## src/rtl/datapath_sequencer.sv

```systemverilog
// Program sequencer for the 4-bit three-register datapath: fetches 8-bit instructions from a
// 16-entry ROM and drives the registered control bus one phase per clock.
module datapath_sequencer (
  input  logic       CLK,
  input  logic       RST_N,
  input  logic       START,
  input  logic       STEP_MODE,
  input  logic       STEP,
  input  logic [7:0] INSTR,
  output logic [3:0] PC,
  output logic       CLR,
  output logic [2:0] W,
  output logic [3:0] CE,
  output logic [1:0] SEL,
  output logic [2:0] S,
  output logic       BUSY,
  output logic       DONE
);

  typedef enum logic [2:0] {
    StIdle, StInit, StFetch, StDecode, StLoad, StExec, StPause, StHalt
  } state_e;

  state_e      state_q, state_d;
  logic [3:0]  pc_q, pc_d;
  logic [7:0]  ir_q, ir_d;
  logic [2:0]  start_sync_q, start_sync_d;
  logic [2:0]  step_sync_q, step_sync_d;
  logic        clr_q, clr_d;
  logic [2:0]  w_q, w_d;
  logic [3:0]  ce_q, ce_d;
  logic [1:0]  sel_q, sel_d;
  logic [2:0]  s_q, s_d;
  logic        busy_q, busy_d;
  logic        done_q, done_d;
  logic        start_edge, step_edge, advance;

  // Bits [1:0] synchronise, bit [2] holds the previous synchronised level for edge detection.
  assign start_sync_d = {start_sync_q[1:0], START};
  assign step_sync_d  = {step_sync_q[1:0], STEP};
  assign start_edge   = start_sync_q[1] & ~start_sync_q[2];
  assign step_edge    = step_sync_q[1] & ~step_sync_q[2];

  always_comb begin
    state_d = state_q;
    pc_d    = pc_q;
    ir_d    = ir_q;
    advance = 1'b0;
    case (state_q)
      StIdle, StHalt: if (start_edge) state_d = StInit;
      StInit: begin
        pc_d    = 4'd0;
        state_d = StFetch;
      end
      StFetch: begin
        ir_d    = INSTR;
        state_d = StDecode;
      end
      StDecode: begin
        if (ir_q[2:1] == 2'b11) begin
          if (ir_q[7:5] == 3'b000) state_d = StHalt;
          else                     advance = 1'b1;
        end else begin
          state_d = ir_q[0] ? StLoad : StExec;
        end
      end
      StLoad:  state_d = StExec;
      StExec:  advance = 1'b1;
      StPause: if (step_edge) state_d = StFetch;
      default: state_d = StIdle;
    endcase
    if (advance) begin
      pc_d    = pc_q + 4'd1;
      state_d = STEP_MODE ? StPause : StFetch;
    end
  end

  // Outputs are registered, so they are decoded from the state and IR being entered.
  always_comb begin
    clr_d = 1'b0;
    w_d   = 3'b000;
    ce_d  = 4'b0000;
    sel_d = 2'b00;
    s_d   = 3'b000;
    case (state_d)
      StInit: begin
        clr_d = 1'b1;
        w_d   = 3'b100;
      end
      StDecode: begin
        if (ir_d[2:1] == 2'b11 && ir_d[7:5] == 3'b001) begin
          clr_d = 1'b1;
          w_d   = 3'b100;
        end
      end
      StLoad: begin
        sel_d = ir_d[4:3];
        ce_d  = 4'b1000;
        w_d   = 3'b010;
      end
      StExec: begin
        sel_d = ir_d[0] ? 2'b11 : ir_d[4:3];
        s_d   = ir_d[7:5];
        w_d   = 3'b001;
        ce_d  = 4'b0001 << ir_d[2:1];
      end
      default: ;
    endcase
    busy_d = (state_d != StIdle) && (state_d != StHalt);
    done_d = (state_d == StHalt);
  end

  always_ff @(posedge CLK or negedge RST_N) begin
    if (!RST_N) begin
      state_q      <= StIdle;
      pc_q         <= 4'd0;
      ir_q         <= 8'h00;
      start_sync_q <= 3'b000;
      step_sync_q  <= 3'b000;
      clr_q        <= 1'b0;
      w_q          <= 3'b000;
      ce_q         <= 4'b0000;
      sel_q        <= 2'b00;
      s_q          <= 3'b000;
      busy_q       <= 1'b0;
      done_q       <= 1'b0;
    end else begin
      state_q      <= state_d;
      pc_q         <= pc_d;
      ir_q         <= ir_d;
      start_sync_q <= start_sync_d;
      step_sync_q  <= step_sync_d;
      clr_q        <= clr_d;
      w_q          <= w_d;
      ce_q         <= ce_d;
      sel_q        <= sel_d;
      s_q          <= s_d;
      busy_q       <= busy_d;
      done_q       <= done_d;
    end
  end

  assign PC   = pc_q;
  assign CLR  = clr_q;
  assign W    = w_q;
  assign CE   = ce_q;
  assign SEL  = sel_q;
  assign S    = s_q;
  assign BUSY = busy_q;
  assign DONE = done_q;

endmodule
```

## config.mk

```make
export PLATFORM = sky130hd
export DESIGN_NAME = datapath_sequencer
export DESIGN_NICKNAME = d
export VERILOG_FILES = /design/src/rtl/datapath_sequencer.sv
export SDC_FILE = /design/constraint.sdc
export NUM_CORES = 1
export LEC_CHECK = 0
export ABC_CLOCK_PERIOD_IN_PS = 2900
export BUFFER_PORTS_ARGS = -buffer_cell sky130_fd_sc_hd__buf_2
export CAP_MARGIN = 25
export CORE_ASPECT_RATIO = 0.6
export CORE_MARGIN = 10
export CORE_UTILIZATION = 45
export DETAILED_ROUTE_END_ITERATION = 16
export GPL_ROUTABILITY_DRIVEN = 0
export MAX_ROUTING_LAYER = met4
export PLACE_DENSITY = 0.71
export SYNTH_ARGS = -nofsm -noshare
export SYNTH_HDL_FRONTEND = slang
export SYNTH_SLANG_ARGS = --single-unit
```

## constraint.sdc

```tcl
create_clock -name CLK -period 2.9 [get_ports CLK]
set_input_delay 0.58 -clock CLK [delete_from_list [all_inputs] [get_ports CLK]]
set_output_delay 0.58 -clock CLK [all_outputs]
set_load 0.1 [all_outputs]
```

==> run summary, run 1 <==
Ys Warns: 0
Global-route usage over all layers: 10.7%
Critical-path top delay cell: nor3b_2
RSZ-0062 raised after global routing: no
Relative slew slack: 43.5%
Clock Tree Root: clkbuf_8
Worst slew pin tran: 0.844 ns
Setup slack, reg-to-reg: 0.82 ns
Die W: 93.6 µm
Cell variety after synth: 39
Grt ovf: 0
Hold/Removal Path Class: flip-flop to flip-flop
Simple-Gate Fraction of Synth Area: 16.9%
Nets: 164
CTS Hold Bufs: 0
Post-synthesis mux area share: 6.07%
CP Max Fanout: 12
Final setup violation count: 0
WS Path Type: flip-flop to flip-flop
Layout cells sized above 1: 35.3%
Total Wirelength: 2990 µm
Worst Setup End Kind: flip-flop
Core ar.: 0.00298 mm²
Number of primary I/O pins: 32
Mapped cell area: 0.00146 mm²
Initial antenna violation count: 0
CTS-repair resized insts: 0
Iter 0 DRT Violations: 48
Critical path arrival: 2.25 ns
Final Skew: 0.00388 ns
CP max stage delay: 0.76 ns
Worst-Skew Late Latency: 0.28 ns
Pin count of the biggest net entering global routing: 37
Outcome: finished clean
CTS Buffer Depth: 2
Post-CTS Repair Setup Buffers: 0
Largest family of logic cells by synthesized area: simple AND/OR/NAND/NOR gates
Die Area: 0.00601 mm²
Average size of a mapped cell: 12.6 µm²
Total CTS buffers: 5
ANT cells: 0
P&R area growth vs syn: 18.5%
Fill count: 235
Commonest non-fill, non-tap cell in the layout: dfrtp_1
Post-synthesis compound-gate area fraction: 10.4%
Drt first pass iters: 4
Seq/Total Area, Yosys: 61.6%
Commonest cells after routing, fill and taps aside: dfrtp_1 (36), buf_2 (31), nand2_1 (8)
WP data required: 3.07 ns
PortBufs: 31
Crit-path cells: nor3b_2, mux2i_1, o21ai_1, and3_1
Max cap viols: 0
Synth Register Bits: 36
Starting Density: 49.0%
Setup_tns: 0 ns
Vias in the first global route: 1016
Final worst path period need: 2.08 ns
Critical Path Source Type: flip-flop
Residual DRC: 0
H-Tree Level Count: 2
Via count: 999
Xor and xnor fraction of the mapped netlist area: 0.599%
CTS tree: done
Remaining antenna violation count after routing: 0
Hpwl dp: 2240 µm
Post-Syn Instances: 116
Post-Synth Adder-Cell Area: 0.855%
Max Freq: 481 MHz
Post-DR wirelength/cell: 15.6 µm
Fin crit share: 71.7%
First-pass GRT wire length: 4980 µm
Clk pin slew, worst setup/hold paths: 0.07 ns
Syn_nets: 130
Post-DR vias/cell: 5.20
Row count: 15
Final Hold Fails: 0
Final Max Slew Viols: 0
Die Height: 64.2 µm
CTS sink cnt: 36
[sequential cells by signal, summed over array words and instances (netlist names)]
register and count:
BUSY 1, CE 4, CLR 1, DONE 1, PC 4, S 3
SEL 2, W 3, ir_q 8, start_sync_q 3, state_q 3, step_sync_q 3
[cells by family after synthesis]
kind of cell,count (synthesis)
fa+ha+maj,1
simple gates,39
xor+xnor,1
mux,8
flops,36
buf+inv,9
compound gates,22
[worst paths after layout]
path	start	to	cells past startpoint
setup / recovery	state_q[1]	W[2]	4
hold / removal	start_sync_q[0]	start_sync_q[1]	0
setup reg to reg	state_q[1]	W[2]	4
hold reg to reg	start_sync_q[0]	start_sync_q[1]	0
max in group asynchronous	RST_N	step_sync_q[0]	1
min in group asynchronous	RST_N	DONE	1
[synth_stat cells]
cell / count / area share (%)
nor2_1: 6 / 1.5
o21ai_1: 5 / 1.7
o2111a_1: 1 / 0.77
nand2b_1: 2 / 0.86
buf_6: 1 / 0.77
a21boi_1: 1 / 0.51
and3_1: 2 / 0.86
o2bb2ai_2: 1 / 1.0
or3_1: 1 / 0.43
nor4_1: 1 / 0.43
inv_2: 2 / 0.51
mux2_2: 2 / 1.5
nor3_2: 1 / 0.68
a41oi_1: 1 / 0.60
a31oi_1: 1 / 0.43
buf_4: 3 / 1.5
nand3_1: 2 / 0.68
nor2_2: 1 / 0.43
inv_1: 3 / 0.77
o21ai_2: 1 / 0.60
nor3b_2: 3 / 2.6
o31a_2: 1 / 0.68
o21a_2: 1 / 0.60
nand3b_1: 2 / 1.0
mux2i_1: 1 / 0.68
o21bai_1: 1 / 0.51
a21oi_1: 7 / 2.4
nand3_4: 1 / 1.2
nor2b_1: 2 / 0.86
nand2_1: 8 / 2.1
nand4_1: 2 / 0.86
a22o_1: 1 / 0.60
ha_1: 1 / 0.86
dfrtp_1: 36 / 62
mux2_1: 5 / 3.8
nor3_1: 3 / 1.0
and3b_1: 1 / 0.60
and3_4: 1 / 0.77
xor2_1: 1 / 0.60
[layout make-up]
class / instances / area, µm² / share of cell area [%]
Inverter: 5 / 18.8 / 1.08
Clock buffer: 7 / 96.3 / 5.56
Multi-Input combinational cell: 71 / 509 / 29.4
Tap cell: 42 / 52.6 / 3.03
Timing Repair Buffer: 31 / 155 / 8.95
Sequential cell: 36 / 901 / 52.0
[per-stage QoR]
stage	hold slack, ns	cells	worst slack, ns	util, %	instance area, µm²
2_1_floorplan	0.284	116	1.27	-	1460
3_3_place_gp	0.334	185	0.990	54.8	1640
3_5_place_dp	0.335	185	0.884	54.8	1640
4_1_cts	0.350	192	0.869	58.1	1730
5_1_grt	0.359	192	0.618	58.1	1730
6_report	0.349	192	0.822	58.1	1730
[critical path, delay by kind of cell, from the launching register on]
family	cells	cell delay, ns
and+or+nand+nor	2	0.97
AOI/OAI and AO/OA	1	0.15
DFF	1	0.51
muxes	1	0.34
[per-layer routing]
metal  vias up  wire length, µm  track usage [%]
li1        470                -                -
met1       491             1390             12.7
met2        33             1320             15.1
met3         5              243             5.36
met4         0               36             4.15
met5         -                0                -
Power of run 1 is not shown: default switching activity piles up to over one toggle a cycle in this logic, so the estimate is an artifact.
==> run 2: changes to the inputs <==
--- a/config.mk
+++ b/config.mk
@@ -5,7 +5,7 @@
 export SDC_FILE = /design/constraint.sdc
 export NUM_CORES = 1
 export LEC_CHECK = 0
-export ABC_CLOCK_PERIOD_IN_PS = 2900
+export ABC_CLOCK_PERIOD_IN_PS = 1800
 export BUFFER_PORTS_ARGS = -buffer_cell sky130_fd_sc_hd__buf_2
 export CAP_MARGIN = 25
 export CORE_ASPECT_RATIO = 0.6
@@ -14,7 +14,7 @@
 export DETAILED_ROUTE_END_ITERATION = 16
 export GPL_ROUTABILITY_DRIVEN = 0
 export MAX_ROUTING_LAYER = met4
-export PLACE_DENSITY = 0.71
+export PLACE_DENSITY = 0.74
 export SYNTH_ARGS = -nofsm -noshare
 export SYNTH_HDL_FRONTEND = slang
 export SYNTH_SLANG_ARGS = --single-unit
==> constraint.sdc (replaced) <==
create_clock -name CLK -period 1.8 [get_ports CLK]
set_input_delay 0.36 -clock CLK [delete_from_list [all_inputs] [get_ports CLK]]
set_output_delay 0.36 -clock CLK [all_outputs]
set_load 0.1 [all_outputs]
==> run 2 against run 1 <==
  * Clock-buffer cell count did not move
  * Via count rose by 2.4%
  * Utilization rose by 1.3 points
  * Largest cell class unchanged
  * Critical path depth rose by 2
  * Global-route usage rose by 0.36 points
  * Worst setup slack got worse by 0.67 ns
  * Cell area rose by 2.2%
  * Final cell count rose by 1.6%
  * Sequential share of layout area fell by 0.89 points
  * Wire length rose by 5.0%
  * Register-to-register slack got worse by 0.67 ns
==> run summary, run 2 (synthesized netlist as in run 1, its figures left out) <==
Die W: 93.6 µm (unchanged)
Worst Setup End Kind: flip-flop (unchanged)
Post-CTS Repair Setup Buffers: 0 (unchanged)
CTS sink cnt: 36 (unchanged)
Via count: 1023 (was 999)
Critical path arrival: 1.82 ns (was 2.25 ns)
Fill count: 256 (was 235)
Number of primary I/O pins: 32 (unchanged)
Final worst path period need: 1.65 ns (was 2.08 ns)
Grt ovf: 0 (unchanged)
Starting Density: 49.0% (unchanged)
Cell area after layout: 0.00177 mm² (was 0.00173 mm²)
Total CTS buffers: 5 (unchanged)
Max cap viols: 0 (unchanged)
Vias in the first global route: 1056 (was 1016)
Global-route usage over all layers: 11.1% (was 10.7%)
CTS tree: done (unchanged)
Post-DR vias/cell: 5.25 (was 5.20)
CTS Buffer Depth: 2 (unchanged)
Pin count of the biggest net entering global routing: 37 (unchanged)
Hpwl dp: 2260 µm (was 2240 µm)
M3 GR Usage: 5.36% (unchanged)
Total Wirelength: 3140 µm (was 2990 µm)
Outcome: finished clean (unchanged)
Max Freq: 606 MHz (was 481 MHz)
Hold/Removal Path Class: input pin to asynchronous set/reset pin (was flip-flop to flip-flop)
First-pass GRT wire length: 5150 µm (was 4980 µm)
Final Hold Fails: 0 (unchanged)
P&R area growth vs syn: 21.0% (was 18.5%)
Die Area: 0.00601 mm² (unchanged)
CP Max Fanout: 10 (was 12)
FF-to-FF path depth: 6 (was 4)
Core ar.: 0.00298 mm² (unchanged)
Max reg flops: 8 (unchanged)
Worst-Skew Late Latency: 0.28 ns (about the same)
Dpl cell area: 0.00165 mm² (was 0.00164 mm²)
WS Path Type: flip-flop to flip-flop (unchanged)
Row count: 15 (unchanged)
Storage cell area: 905 µm² (was 901 µm²)
Remaining antenna violation count after routing: 0 (unchanged)
Commonest non-fill, non-tap cell in the layout: dfrtp_1 (unchanged)
RSZ-0062 raised after global routing: no (unchanged)
M2 GR Usage: 15.0% (was 15.1%)
Register with the most flip-flops: ir_q (unchanged)
Clk pin slew, worst setup/hold paths: 0.07 ns (about the same)
ANT cells: 0 (unchanged)
Nets: 167 (was 164)
PortBufs: 31 (unchanged)
Residual DRC: 0 (unchanged)
Clock Tree Root: clkbuf_8 (unchanged)
Setup_tns: 0 ns (unchanged)
H-Tree Level Count: 2 (unchanged)
Drt first pass iters: 4 (unchanged)
Commonest cells after routing, fill and taps aside: dfrtp_1 (33), buf_2 (31), nand2_1 (8) (was dfrtp_1 (36), buf_2 (31), nand2_1 (8))
Initial antenna violation count: 0 (unchanged)
Relative slew slack: 49.1% (was 43.5%)
Die Height: 64.2 µm (unchanged)
Layout cells sized above 1: 39.2% (was 35.3%)
Worst slew pin tran: 0.763 ns (was 0.844 ns)
Met1 Track Usage GR: 13.6% (was 12.7%)
CTS Hold Bufs: 0 (unchanged)
Final Max Slew Viols: 0 (unchanged)
Worst r2r src: state_q[1] (unchanged)
Grt peak-use layer: met2 (unchanged)
Iter 0 DRT Violations: 109 (was 48)
Final setup violation count: 0 (unchanged)
Post-DR wirelength/cell: 16.1 µm (was 15.6 µm)
Fin crit share: 91.7% (was 71.7%)
Final Skew: 0.00475 ns (was 0.00388 ns)
Critical Path Source Type: flip-flop (unchanged)
Setup slack, reg-to-reg: 0.15 ns (was 0.82 ns)
Multi-input logic area: 528 µm² (was 509 µm²)
WP data required: 1.97 ns (was 3.07 ns)
R2R Path End: CLR (was W[2])
run 2: changes by cell type in the layout (fill, tap and decap cells not counted):
cell      change
inv_1         -1
buf_4         +2
dfrtp_1       -3
nor3b_2       -1
inv_2         +1
dfrtp_2       +3
nor3b_4       +1
o2111a_2      +1
run 2: area by class of cell:
type	instances	share of cell area [%]
multi-input combinational	72	29.8
timing repair buffer	33	9.61
tap	42	2.97
clock buffer	7	5.44
inverter	5	1.06
sequential	36	51.1
run 2: per-stage QoR:
step	setup slack (ns)	hold WS [ns]	utilization (%)	cells
finish	0.149	0.147	59.3	195
global route	0.0227	0.173	59.3	195
CTS	0.00252	0.170	58.6	194
detailed placement	0.0177	0.341	55.3	187
global placement	0.123	0.333	55.3	187
floorplan	0.172	0.0644	-	116
run 2: worst max-delay path, cell delays in order, from the launching register on:
cell and delay, ns:
dfrtp_2 0.48, nor3b_4 0.29, buf_4 0.20, nor4_1 0.06, a41oi_1 0.19, o21ai_1 0.12, and3_1 0.21
run 2: timing repair:
action / in CTS / in global routing
pin swaps: 0 / 1
resized for setup: 1 / 5
setup endpoints to repair: 2 / 6
gates cloned: 0 / 1
run 2: worst max path at each step:
| stage | startpoint | end | slack (ns) | cells after the start |
|---|---|---|---|---|
| after floorplan | PC[0] | PC[1] | 0.17 | 2 |
| after global placement | state_q[1] | CLR | 0.12 | 6 |
| after detailed placement | state_q[1] | CE[1] | 0.02 | 5 |
| after CTS | state_q[1] | CLR | 0.003 | 6 |
| after global routing | state_q[1] | CLR | 0.02 | 6 |
| final | state_q[1] | CLR | 0.15 | 6 |
run 2: layer usage:
layer  wire (µm)  share of wire, %
met1        1420                45
met2        1410                45
met3         273               8.7
met4          30              0.96
met5           0                 0
Power of run 2 is left out for the same reason.
